===== src/rtl/pc_ras_unit.sv =====
// Program counter with a source mux and a circular return-address stack.
// All state advances on the falling edge of Clk; PC_Next previews the mux.
module pc_ras_unit #(
  parameter int                WIDTH        = 16,
  parameter int                RAS_DEPTH    = 4,
  parameter logic [WIDTH-1:0]  RESET_VECTOR = 16'h3000
) (
  input  logic                        Clk,
  input  logic                        Reset,
  input  logic                        Load_PC,
  input  logic [1:0]                  PCMUX_Control,
  input  logic [WIDTH-1:0]            PCMUX_Bus,
  input  logic [WIDTH-1:0]            PCMUX_Adder,
  input  logic                        Push,
  input  logic                        Clear_Flags,
  output logic [WIDTH-1:0]            PC,
  output logic [WIDTH-1:0]            PC_Next,
  output logic [$clog2(RAS_DEPTH):0]  RAS_Count,
  output logic                        RAS_Empty,
  output logic                        RAS_Full,
  output logic                        RAS_Overflow,
  output logic                        RAS_Underflow
);

  localparam int PW = $clog2(RAS_DEPTH);
  localparam int CW = PW + 1;

  localparam logic [1:0] SEL_INC   = 2'b00;
  localparam logic [1:0] SEL_ADDER = 2'b01;
  localparam logic [1:0] SEL_BUS   = 2'b10;

  logic [WIDTH-1:0] ras_mem [RAS_DEPTH];

  logic [WIDTH-1:0] pc_reg;
  logic [PW-1:0]    top_reg;
  logic [CW-1:0]    count_reg;
  logic             ovf_reg;
  logic             unf_reg;

  logic [PW-1:0]    top_next;
  logic [CW-1:0]    count_next;
  logic             ovf_next;
  logic             unf_next;

  logic [WIDTH-1:0] pc_inc;
  logic [WIDTH-1:0] pc_mux;
  logic [WIDTH-1:0] top_entry;
  logic [PW-1:0]    top_inc;
  logic             ras_empty;
  logic             ras_full;
  logic             is_pop;

  logic             wr_en;
  logic [PW-1:0]    wr_ptr;
  logic [WIDTH-1:0] wr_data;

  assign pc_inc    = pc_reg + WIDTH'(1);
  assign top_inc   = top_reg + PW'(1);
  assign top_entry = ras_mem[top_reg];
  assign ras_empty = (count_reg == '0);
  assign ras_full  = (count_reg == CW'(RAS_DEPTH));
  assign is_pop    = (PCMUX_Control == 2'b11);

  // A return with nothing stacked falls back to the bus value.
  always_comb begin
    pc_mux = pc_inc;
    case (PCMUX_Control)
      SEL_INC:   pc_mux = pc_inc;
      SEL_ADDER: pc_mux = PCMUX_Adder;
      SEL_BUS:   pc_mux = PCMUX_Bus;
      default:   pc_mux = ras_empty ? PCMUX_Bus : top_entry;
    endcase
  end

  always_comb begin
    top_next   = top_reg;
    count_next = count_reg;
    ovf_next   = ovf_reg & ~Clear_Flags;
    unf_next   = unf_reg & ~Clear_Flags;
    wr_en      = 1'b0;
    wr_ptr     = top_inc;
    wr_data    = pc_inc;

    if (Load_PC) begin
      if (is_pop) begin
        if (ras_empty) begin
          unf_next = 1'b1;
          if (Push) begin
            wr_en      = 1'b1;
            top_next   = top_inc;
            count_next = CW'(1);
          end
        end else if (Push) begin
          // Tail call through a return: the popped slot is reused in place.
          wr_en  = 1'b1;
          wr_ptr = top_reg;
        end else begin
          top_next   = top_reg - PW'(1);
          count_next = count_reg - CW'(1);
        end
      end else if (Push) begin
        wr_en    = 1'b1;
        top_next = top_inc;
        if (ras_full) begin
          ovf_next = 1'b1;
        end else begin
          count_next = count_reg + CW'(1);
        end
      end
    end
  end

  always_ff @(negedge Clk) begin
    if (Reset) begin
      pc_reg    <= RESET_VECTOR;
      top_reg   <= '0;
      count_reg <= '0;
      ovf_reg   <= 1'b0;
      unf_reg   <= 1'b0;
    end else begin
      if (Load_PC) begin
        pc_reg <= pc_mux;
      end
      top_reg   <= top_next;
      count_reg <= count_next;
      ovf_reg   <= ovf_next;
      unf_reg   <= unf_next;
    end
  end

  // Entry storage is never cleared; count alone decides what is valid.
  always_ff @(negedge Clk) begin
    if (wr_en && !Reset) begin
      ras_mem[wr_ptr] <= wr_data;
    end
  end

  assign PC            = pc_reg;
  assign PC_Next       = pc_mux;
  assign RAS_Count     = count_reg;
  assign RAS_Empty     = ras_empty;
  assign RAS_Full      = ras_full;
  assign RAS_Overflow  = ovf_reg;
  assign RAS_Underflow = unf_reg;

endmodule


===== config.mk =====
export PLATFORM = sky130hd
export DESIGN_NAME = pc_ras_unit
export DESIGN_NICKNAME = d
export VERILOG_FILES = /design/src/rtl/pc_ras_unit.sv
export SDC_FILE = /design/constraint.sdc
export NUM_CORES = 1
export LEC_CHECK = 0
export ABC_CLOCK_PERIOD_IN_PS = 8050
export BUFFER_PORTS_ARGS = -buffer_cell sky130_fd_sc_hd__buf_4
export CAP_MARGIN = 20
export CORE_ASPECT_RATIO = 1.2
export CORE_MARGIN = 1.5
export CORE_UTILIZATION = 40
export DETAILED_ROUTE_END_ITERATION = 10
export PLACE_DENSITY = 0.72
export SLEW_MARGIN = 15
export SYNTH_ARGS = -nofsm -noshare
export SYNTH_HDL_FRONTEND = slang
export SYNTH_SLANG_ARGS = --single-unit

===== constraint.sdc =====
create_clock -name Clk -period 8.05 [get_ports Clk]
set_input_delay 0 -clock Clk [delete_from_list [all_inputs] [get_ports Clk]]
set_output_delay 0 -clock Clk [all_outputs]
set_load 0.01 [all_outputs]

Word-level counts from Yosys, hierarchy flattened
Memory sizes are Yosys's and may differ from the RTL's. A register that Yosys moved wholly into a read port is not among the register bits.
Index checks and enable logic that the tools add are counted.
Storage, ports and cells
  bits in latches: 0
  input port bits: 39
  output and inout bits: 39
  bits in registers: 23
  memory bits (writable): 64
  ROM bits: 0
  memories: 1
  logic and storage cells: 57
Memories
  ras_mem: words 4, width 16, rd ports 1, clocked after memory_dff 1, write ports 1, RTL line 32  | logic [WIDTH-1:0] ras_mem [RAS_DEPTH];
Cells by class
  $add $sub $neg: 5
  reduce and logical (&&, ||, !) cells: 7
  shift-type cells: 0
  bitwise logic cells: 3
  $mul: 0
  divide/modulo/power cells: 0
  order comparisons: 0
  multiplexer cells: 29
  equal/unequal tests: 7
Operator list (count)
  case mux 16 bit (3 select lines): 1
  2-to-1 mux 2 bit: 10
  2-to-1 mux 3 bit: 6
  adder 16 x 1 -> 16 bit, second input constant: 1
  2-to-1 mux 16 bit: 1
  2-to-1 mux 1 bit: 11
  AND reduction 5 bit: 1
  == test 2 bit, second input constant: 2
  adder 3 x 1 -> 3 bit, second input constant: 1
  == test 3 bit, second input constant: 1
  zero test 3 bit: 1
  inequality test 3 bit, second input constant: 1
  subtractor 3 x 1 -> 3 bit, second input constant: 1
  adder 2 x 1 -> 2 bit, second input constant: 1
  bitwise AND 1 bit: 2
  == test 2 x 1 -> 1 bit, second input constant: 1
  zero test 2 bit: 1
  inequality test 2 x 1 -> 1 bit, second input constant: 1
  inequality test 2 bit, second input constant: 1
  AND reduction 2 bit: 1
  nonzero test 2 bit: 1
  subtractor 2 x 1 -> 2 bit, second input constant: 1
  logical AND 1 bit: 1
  zero test 1 bit: 1
  NOT 1 bit: 1

Depth between registers and ports, before layout
Gate-level depths: netlist of the first run.
  depth after elaboration: 6
  gate-level depth with buffers: 9
  depth with buffers taken out: 8

==> results.sh, run 1 <==
export IMPL_status="complete, no violations"
export IMPL_insertion_delay_ps=410
export IMPL_cts_buffer_depth=2
export IMPL_drc_errors=0
export IMPL_antenna_cells=0
export IMPL_fp_dieArea_um2=11400
export IMPL_powerDensity_nw_per_um2=230
export IMPL_hpwl_um=7980
export IMPL_dr_pass1_iters=5
export IMPL_io_buffers=77
export IMPL_syn_cell_area_um2=4310
export IMPL_track_usage_pct=21.7
export IMPL_synth_top_area_cell="edfxtp_1"
export IMPL_cts_root_buf="clkbuf_16"
export IMPL_dr_total_vias=3644
export IMPL_overflow=0
export IMPL_wl_per_cell_um=18.2
export IMPL_final_nets=566
export IMPL_ant_nets=0
export IMPL_gp_congestion=0.806
export IMPL_synthTopCellsByCount="64 x edfxtp_1, 29 x nand2_1, 26 x nor2_1"
export IMPL_preCtsSetupSlack_ps=1510
export IMPL_ioPinCount=78
export IMPL_final_layout_size_suffix_gt1_share_pct=22.2
export IMPL_cpPeakStageDelay_ps=580
export IMPL_cts_resized=0
export IMPL_clock_sinks=89
export IMPL_finClkSkew_ps=19.0
export IMPL_hold_violations=0
export IMPL_cp_cell_sequence="inv_1 -> ha_1 -> nand2b_1 -> inv_1 -> nor2_1 -> a21oi_1 -> a21bo_2 -> buf_4"
export IMPL_synth_most_common_cell="edfxtp_1"
export IMPL_synth_edf_count=64
export IMPL_cp_slowest_cell="nor2_1"
export IMPL_regMostFlops="ras_mem"
export IMPL_syn_inst=362
export IMPL_finalMaxSlewViolations=0
export IMPL_worstMarginPinSlew_ps=1000
export IMPL_yosys_warnings=0
export IMPL_final_setup_viol_count=0
export IMPL_ys_seq_elements=89
export IMPL_die_w_um=97.8
export IMPL_p_leak_nw=2.53
export IMPL_hold_depth=4
export IMPL_drt_iter0_drc=238
export IMPL_post_cts_buffers=0
export IMPL_fillers=893
export IMPL_cts_max_level=3
export IMPL_clkTransAtPathRegs_ps=30
export IMPL_async_flop_share_pct=0
export IMPL_synth_cell_types=51
export IMPL_worstPathRequired_ps=8050
export IMPL_ir_drop_mv=0.122
export IMPL_cts_hold_buf=0
export IMPL_viasPerCell=5.55
export IMPL_critPathCaptureType="output port"
export IMPL_setup_ws_ps=1140
export IMPL_drt_total_wl_um=11900
export IMPL_yosysSeqAreaShare_pct=56.2
export IMPL_core_area_um2=10500
export IMPL_std_cell_rows=41
export IMPL_synthFlopType="edfxtp_1"
export IMPL_max_cap_violations=0
export IMPL_dieHeight_um=117
export IMPL_synth_top_area_share_pct=44.6
export IMPL_path_max_fanout=14
export IMPL_grt_pass1_vias=3879
export IMPL_worstHoldPathType="in -> out"
export IMPL_cts_made_buffers=9
export IMPL_synth_area_leaders="edfxtp_1 45%, dfxtp_1 12%, mux4_2 5.7%, nand2_1 2.5%, mux2i_1 2.3%"
export IMPL_grt_pass1_wl_um=18600
export IMPL_critPathLaunchType="register"
export IMPL_setup_tns_ps=0
export IMPL_area_growth_pct=30.9
export IMPL_critPathKind="reg -> out"
export IMPL_worstPathArrival_ps=6910
export IMPL_grt_max_degree=22
export IMPL_initial_core_util_pct=41.0
export IMPL_syn_nets=405
export IMPL_avgSynthCellArea_um2=11.9
export IMPL_placed_cells=553
export IMPL_tritoncts="done"
export IMPL_largest_reg_flops=64
export IMPL_final_cells=656
export IMPL_slew_headroom_pct=33.0
export IMPL_rsz0062_at_grt="no"
export IMPL_timing_critical_path_mode_cell="inv_1"
export IMPL_antenna_found_initial=0
export IMPL_rr_worst_depth=8
-- power breakdown --
group          switching, W  total (W)  leakage (nW)  internal, W
combinational     0.0000850   0.000159          1.12    0.0000736
sequential        0.0000181   0.000531         0.788     0.000513
clock              0.000282   0.000609         0.623     0.000327
total              0.000385    0.00130          2.53     0.000913
-- worst paths after layout --
| path | start | to | slack [ps] |
|---|---|---|---|
| max | RAS_Count[0] | PC_Next[14] | 1140 |
| min | PCMUX_Adder[11] | PC_Next[11] | 310 |
| max reg2reg | RAS_Count[0] | ras_mem[1][0] | 4560 |
| min reg2reg | RAS_Overflow | RAS_Overflow | 470 |
-- cell families (layout without fill, tap and decap cells) --
| family | Yosys count | after routing | synth area share [%] |
|---|---|---|---|
| AO/OA/AOI/OAI | 76 | 76 | 13.1 |
| multiplexers | 23 | 23 | 9.29 |
| XOR/XNOR | 16 | 16 | 3.25 |
| flip-flops | 89 | 89 | 56.2 |
| buffers and inverters | 40 | 205 | 3.95 |
| AND/OR/NAND/NOR | 114 | 114 | 13.0 |
| adder cells (fa/ha/maj) | 4 | 4 | 1.16 |
-- worst max-delay path: cells and delay by family (launching register included) --
kind / cells / cell delay, ps
AO/OA/AOI/OAI: 2 / 400
buffers and inverters: 3 / 560
adder cells (fa/ha/maj): 1 / 250
flip-flops: 1 / 340
AND/OR/NAND/NOR: 2 / 930
-- cells in the final DEF, fill, tap and decap left out, types with 10 or more instances in the layout --
master      n
a21oi_1    14
buf_4      84
dfxtp_1    25
edfxtp_1   64
inv_1     107
mux2i_1    10
mux4_2     11
nand2_1    29
nand3_1    15
nor2_1     24
o21ai_0    10
-- metrics by stage --
| stage | hold slack, ps | power [W] | util, % | cell area, um2 |
|---|---|---|---|---|
| after floorplan | 132 | 0.000690 | - | 4310 |
| after global placement | 322 | 0.000757 | 47.5 | 5000 |
| after detailed placement | 325 | 0.000761 | 47.6 | 5000 |
| after CTS | 323 | 0.00131 | 53.6 | 5640 |
| after global routing | 346 | 0.00138 | 53.6 | 5640 |
| final | 311 | 0.00130 | 53.6 | 5640 |
-- cell type report --
| type | count | area [um2] | area share, % |
|---|---|---|---|
| Sequential cell | 89 | 2420 | 42.9 |
| Multi-Input combinational cell | 233 | 1720 | 30.5 |
| Timing Repair Buffer | 84 | 631 | 11.2 |
| Clock inverter | 95 | 414 | 7.34 |
| Clock buffer | 9 | 225 | 3.99 |
| Tap cell | 129 | 161 | 2.86 |
| Inverter | 17 | 63.8 | 1.13 |
-- per-layer routing --
layer | GRT usage [%] | wire, um | up-vias
met4 | 10.6 | 218 | 0
met2 | 38.1 | 6250 | 171
met5 | 0 | 0 | -
met3 | 8.38 | 928 | 23
li1 | - | - | 1695
met1 | 23.2 | 4550 | 1755
Note: power is estimated with default switching activity, not from simulation.
==> run 2: changes to the inputs <==
CORE_UTILIZATION = 60   (was 40)
PLACE_DENSITY = 0.95   (was 0.72)
SKIP_CTS_REPAIR_TIMING = 1   (was unset)
==> run 2 against run 1 <==
Effect of this change:
- critical endpoint unchanged
- routed wire length grew 7.6%
- critical path type unchanged
- clock-buffer cell count stayed put
- first-iteration DRC count up 110%
- largest power group unchanged
==> results.sh, run 2 (synthesis gave the netlist of run 1 again) <==
export IMPL_area_growth_pct=27.7
export IMPL_final_layout_size_suffix_gt1_share_pct=21.6
export IMPL_status="complete, no violations"
export IMPL_worstMarginPinSlew_ps=1090
export IMPL_finClkSkew_ps=49.5
export IMPL_final_area_um2=5510
export IMPL_gp_congestion=0.854
export IMPL_initial_core_util_pct=62.5
export IMPL_ir_drop_mv=0.150
export IMPL_io_buffers=77
export IMPL_grt_util_met3_pct=12.1
export IMPL_grt_pass1_vias=3964
export IMPL_final_setup_viol_count=0
export IMPL_final_common_cell="inv_1"
export IMPL_finalMaxSlewViolations=0
export IMPL_slew_headroom_pct=27.3
export IMPL_overflow=0
export IMPL_ant_nets=0
export IMPL_wl_per_cell_um=20.9
export IMPL_dr_pass1_iters=7
export IMPL_clock_sinks=89
export IMPL_tritoncts="done"
export IMPL_cts_max_level=3
export IMPL_critPathCaptureType="output port"
export IMPL_busiest_layer="met2"
export IMPL_final_nets=566
export IMPL_drt_iter0_drc=499
export IMPL_utilization_pct=79.8
export IMPL_max_cap_violations=0
export IMPL_path_max_fanout=14
export IMPL_core_area_um2=6900
export IMPL_antenna_found_initial=0
export IMPL_p_leak_nw=2.50
export IMPL_worstHoldPathType="in -> out"
export IMPL_grt_max_degree=22
export IMPL_dieHeight_um=95.9
export IMPL_fillers=358
export IMPL_hold_ws_ps=308
export IMPL_met2_usage_pct=57.1
export IMPL_regMostFlops="ras_mem"
export IMPL_cts_root_buf="clkbuf_8"
export IMPL_cts_buffer_depth=2
export IMPL_largest_reg_flops=64
export IMPL_drt_total_wl_um=12900
export IMPL_hpwl_um=7860
export IMPL_rsz0062_at_grt="no"
export IMPL_worstPathRequired_ps=8050
export IMPL_ioPinCount=78
export IMPL_setup_tns_ps=0
export IMPL_critPathKind="reg -> out"
export IMPL_dr_total_vias=3934
export IMPL_hold_violations=0
export IMPL_grt_use_met1_pct=37.4
export IMPL_cts_made_buffers=9
export IMPL_final_cell_mix="108 x inv_1, 83 x buf_4, 64 x edfxtp_1, 29 x nand2_1, 26 x nor2_1"
export IMPL_drc_errors=0
export IMPL_track_usage_pct=34.7
export IMPL_clkTransAtPathRegs_ps=40
export IMPL_insertion_delay_ps=440
export IMPL_worstPathArrival_ps=7000
export IMPL_viasPerCell=6.41
export IMPL_dpl_cell_area_um2=4940
export IMPL_std_cell_rows=33
export IMPL_fp_dieArea_um2=7700
export IMPL_antenna_cells=0
export IMPL_die_w_um=80.4
export IMPL_critPathLaunchType="register"
export IMPL_grt_pass1_wl_um=19200
export IMPL_powerDensity_nw_per_um2=226
[run 2: cell count changes in the layout (fill, tap and decap cells not counted)]
cell and change:
nor2_2 -2, clkbuf_16 -9, bufinv_16 +1, buf_4 -1, clkinvlp_2 -2, nor2_1 +2
clkbuf_4 +1, inv_1 +1, clkbuf_8 +9
[run 2: routing by layer]
metal | wire [um] | part of all wire (%)
met5 | 0 | 0
met3 | 1470 | 11
met1 | 4280 | 33
met2 | 6420 | 50
met4 | 687 | 5.3
[run 2: where the power goes]
group / internal (W) / switching (W)
logic: 0.0000733 / 0.0000839
registers: 0.000512 / 0.0000231
clock network: 0.000261 / 0.000289
[run 2: area by class of cell]
class                      instances  area [um2]  share of cell area (%)
timing repair buffer              84         631                    11.5
multi-input combinational        233        1720                    31.2
sequential                        89        2420                    44.0
tap                               87         109                    1.98
clock buffer                       9         124                    2.25
clock inverter                    95         438                    7.95
inverter                          17        63.8                    1.16
[run 2: path summary, 6_finish.rpt]
kind,start,end,slack [ps],cells after the start
setup reg to reg,RAS_Count[0],ras_mem[3][15],4250,9
hold reg to reg,RAS_Overflow,RAS_Overflow,490,2
hold / removal,PCMUX_Adder[11],PC_Next[11],310,4
setup / recovery,RAS_Count[0],PC_Next[14],1050,8
[run 2: worst max-delay path: stages, from the launching register on]
cell and delay, ps:
dfxtp_1 360, inv_1 100, ha_1 250, nand2b_1 330, inv_1 360, nor2_1 620
a21oi_1 190, a21bo_2 250, buf_4 110
[run 2: stage by stage]
step                      cells  total power (W)  setup WS [ps]
after global placement      510         0.000750           1620
final                       614          0.00124           1050
after CTS                   613          0.00124           1050
after detailed placement    510         0.000757           1460
after floorplan             362         0.000690           1940
after global routing        614          0.00130            896
==> run 3: changes to the inputs <==
ABC_CLOCK_PERIOD_IN_PS = unset   (was 8050)
CORE_UTILIZATION = 56   (was 60)
PLACE_DENSITY = 0.92   (was 0.95)
SKIP_LAST_GASP = 1   (was unset)
clock period = 6.8 ns   (was 8.05 ns; I/O delays follow)
==> run 3 against run 2 <==
Effect of this change:
- largest power group is now registers
- critical path depth stayed put
- clock power rose by 9.3%
- flip-flop and latch count did not move
- clock skew fell by 24 ps
- routed wire length is 5.5% lower
- worst setup slack lost 660 ps
- first-iteration DRC count fell by 36%
==> results.sh, run 3 (synthesis gave the netlist of run 1 again) <==
export IMPL_critPathLaunchType="register"
export IMPL_worstPathRequired_ps=6800
export IMPL_dr_pass1_iters=5
export IMPL_viasPerCell=6.25
export IMPL_fp_dieArea_um2=8230
export IMPL_rsz0062_at_grt="no"
export IMPL_gp_congestion=0.886
export IMPL_regMostFlops="ras_mem"
export IMPL_area_growth_pct=27.8
export IMPL_cts_max_level=3
export IMPL_rr_worst_depth=9
export IMPL_cts_buffer_depth=2
export IMPL_hold_depth=4
export IMPL_track_usage_pct=30.4
export IMPL_largest_reg_flops=64
export IMPL_drt_total_wl_um=12200
export IMPL_powerDensity_nw_per_um2=257
export IMPL_max_cap_violations=0
export IMPL_initial_core_util_pct=58.6
export IMPL_cts_root_buf="clkbuf_8"
export IMPL_antenna_cells=0
export IMPL_die_w_um=83.1
export IMPL_critPathCaptureType="output port"
export IMPL_antenna_found_initial=0
export IMPL_hold_violations=0
export IMPL_hold_end="PC_Next[11]"
export IMPL_worstMarginPinSlew_ps=943
export IMPL_ir_drop_mv=0.193
export IMPL_tritoncts="done"
export IMPL_final_setup_viol_count=0
export IMPL_p_leak_nw=2.50
export IMPL_io_buffers=77
export IMPL_drc_errors=0
export IMPL_final_common_cell="inv_1"
export IMPL_path_max_fanout=14
export IMPL_core_area_um2=7360
export IMPL_hold_ws_ps=316
export IMPL_rr_startpoint="RAS_Count[0]"
export IMPL_setup_ws_ps=388
export IMPL_dr_total_vias=3872
export IMPL_drt_iter0_drc=321
export IMPL_slew_headroom_pct=37.0
export IMPL_dieHeight_um=99.1
export IMPL_hp_start="PCMUX_Adder[11]"
export IMPL_setup_tns_ps=0
export IMPL_final_nets=568
export IMPL_ant_nets=0
export IMPL_std_cell_rows=34
export IMPL_overflow=0
export IMPL_finClkSkew_ps=25.2
export IMPL_final_layout_size_suffix_gt1_share_pct=22.5
export IMPL_hpwl_um=7760
export IMPL_preCtsSetupSlack_ps=938
export IMPL_cts_made_buffers=9
export IMPL_critPathKind="reg -> out"
export IMPL_worstHoldPathType="in -> out"
export IMPL_final_cell_mix="106 x inv_1, 86 x buf_4, 64 x edfxtp_1, 29 x nand2_1, 26 x nor2_1"
export IMPL_wl_per_cell_um=19.6
export IMPL_finalMaxSlewViolations=0
export IMPL_grt_max_degree=22
export IMPL_clock_sinks=89
export IMPL_grt_pass1_vias=4061
export IMPL_r2r_end="ras_mem[3][3]"
export IMPL_insertion_delay_ps=430
export IMPL_r2r_slack_ps=3620
export IMPL_clkTransAtPathRegs_ps=50
export IMPL_grt_pass1_wl_um=19100
export IMPL_worstPathArrival_ps=6410
export IMPL_ioPinCount=78
export IMPL_status="complete, no violations"
==> run 3: changes by cell type in the layout (fill, tap and decap cells not counted), sizes merged <==
cell    change
inv         +1
bufinv      -2
clkbuf      -1
buf         +3
clkinv      +2
==> run 3: per-layer routing <==
metal,global-route usage (%),vias to the layer above,routed length (um)
li1,-,1700,-
met5,0,-,0
met4,19.9,0,396
met1,33.6,1846,4340
met2,49.2,276,5990
met3,11.6,50,1430
==> run 3: stage by stage <==
step	utilization [%]	cell area [um2]	power, W	cells
global placement	67.5	4970	0.000890	516
floorplan	-	4310	0.000817	362
global route	74.8	5510	0.00150	620
finish	74.8	5510	0.00142	620
detailed placement	67.5	4970	0.000897	516
CTS	74.8	5510	0.00143	620
==> run 3: area by class of cell <==
cell class | count | area, um2
Sequential cell | 89 | 2420
Clock buffer | 9 | 124
Clock inverter | 96 | 422
Timing Repair Buffer | 86 | 646
Fill cell | 465 | 1850
Tap cell | 90 | 113
Multi-Input combinational cell | 233 | 1720
Inverter | 17 | 63.8
==> run 3: how the worst max path moves through the flow <==
stage	slack [ps]	startpoint	end	cells past startpoint
finish	390	RAS_Count[0]	PC_Next[12]	8
global route	240	RAS_Count[0]	PC_Next[14]	8
global placement	1080	RAS_Count[0]	PC_Next[12]	8
floorplan	1320	PCMUX_Control[0]	ras_mem[0][0]	5
detailed placement	940	RAS_Count[0]	PC_Next[14]	8
CTS	480	RAS_Count[0]	PC_Next[14]	8
==> run 3: where the power goes <==
part	internal [W]	total, W	switching (W)
clock network	0.000247	0.000601	0.000354
logic	0.0000875	0.000188	0.000100
registers	0.000605	0.000628	0.0000229
total	0.000940	0.00142	0.000477
==> run 3: worst max-delay path, cell delays in order (launching register included) <==
cell      delay, ps
dfxtp_1         370
inv_1           110
ha_1            250
nand2b_1        310
inv_1           320
nor2_1          700
a21oi_1         180
a21bo_2         240
buf_4           110
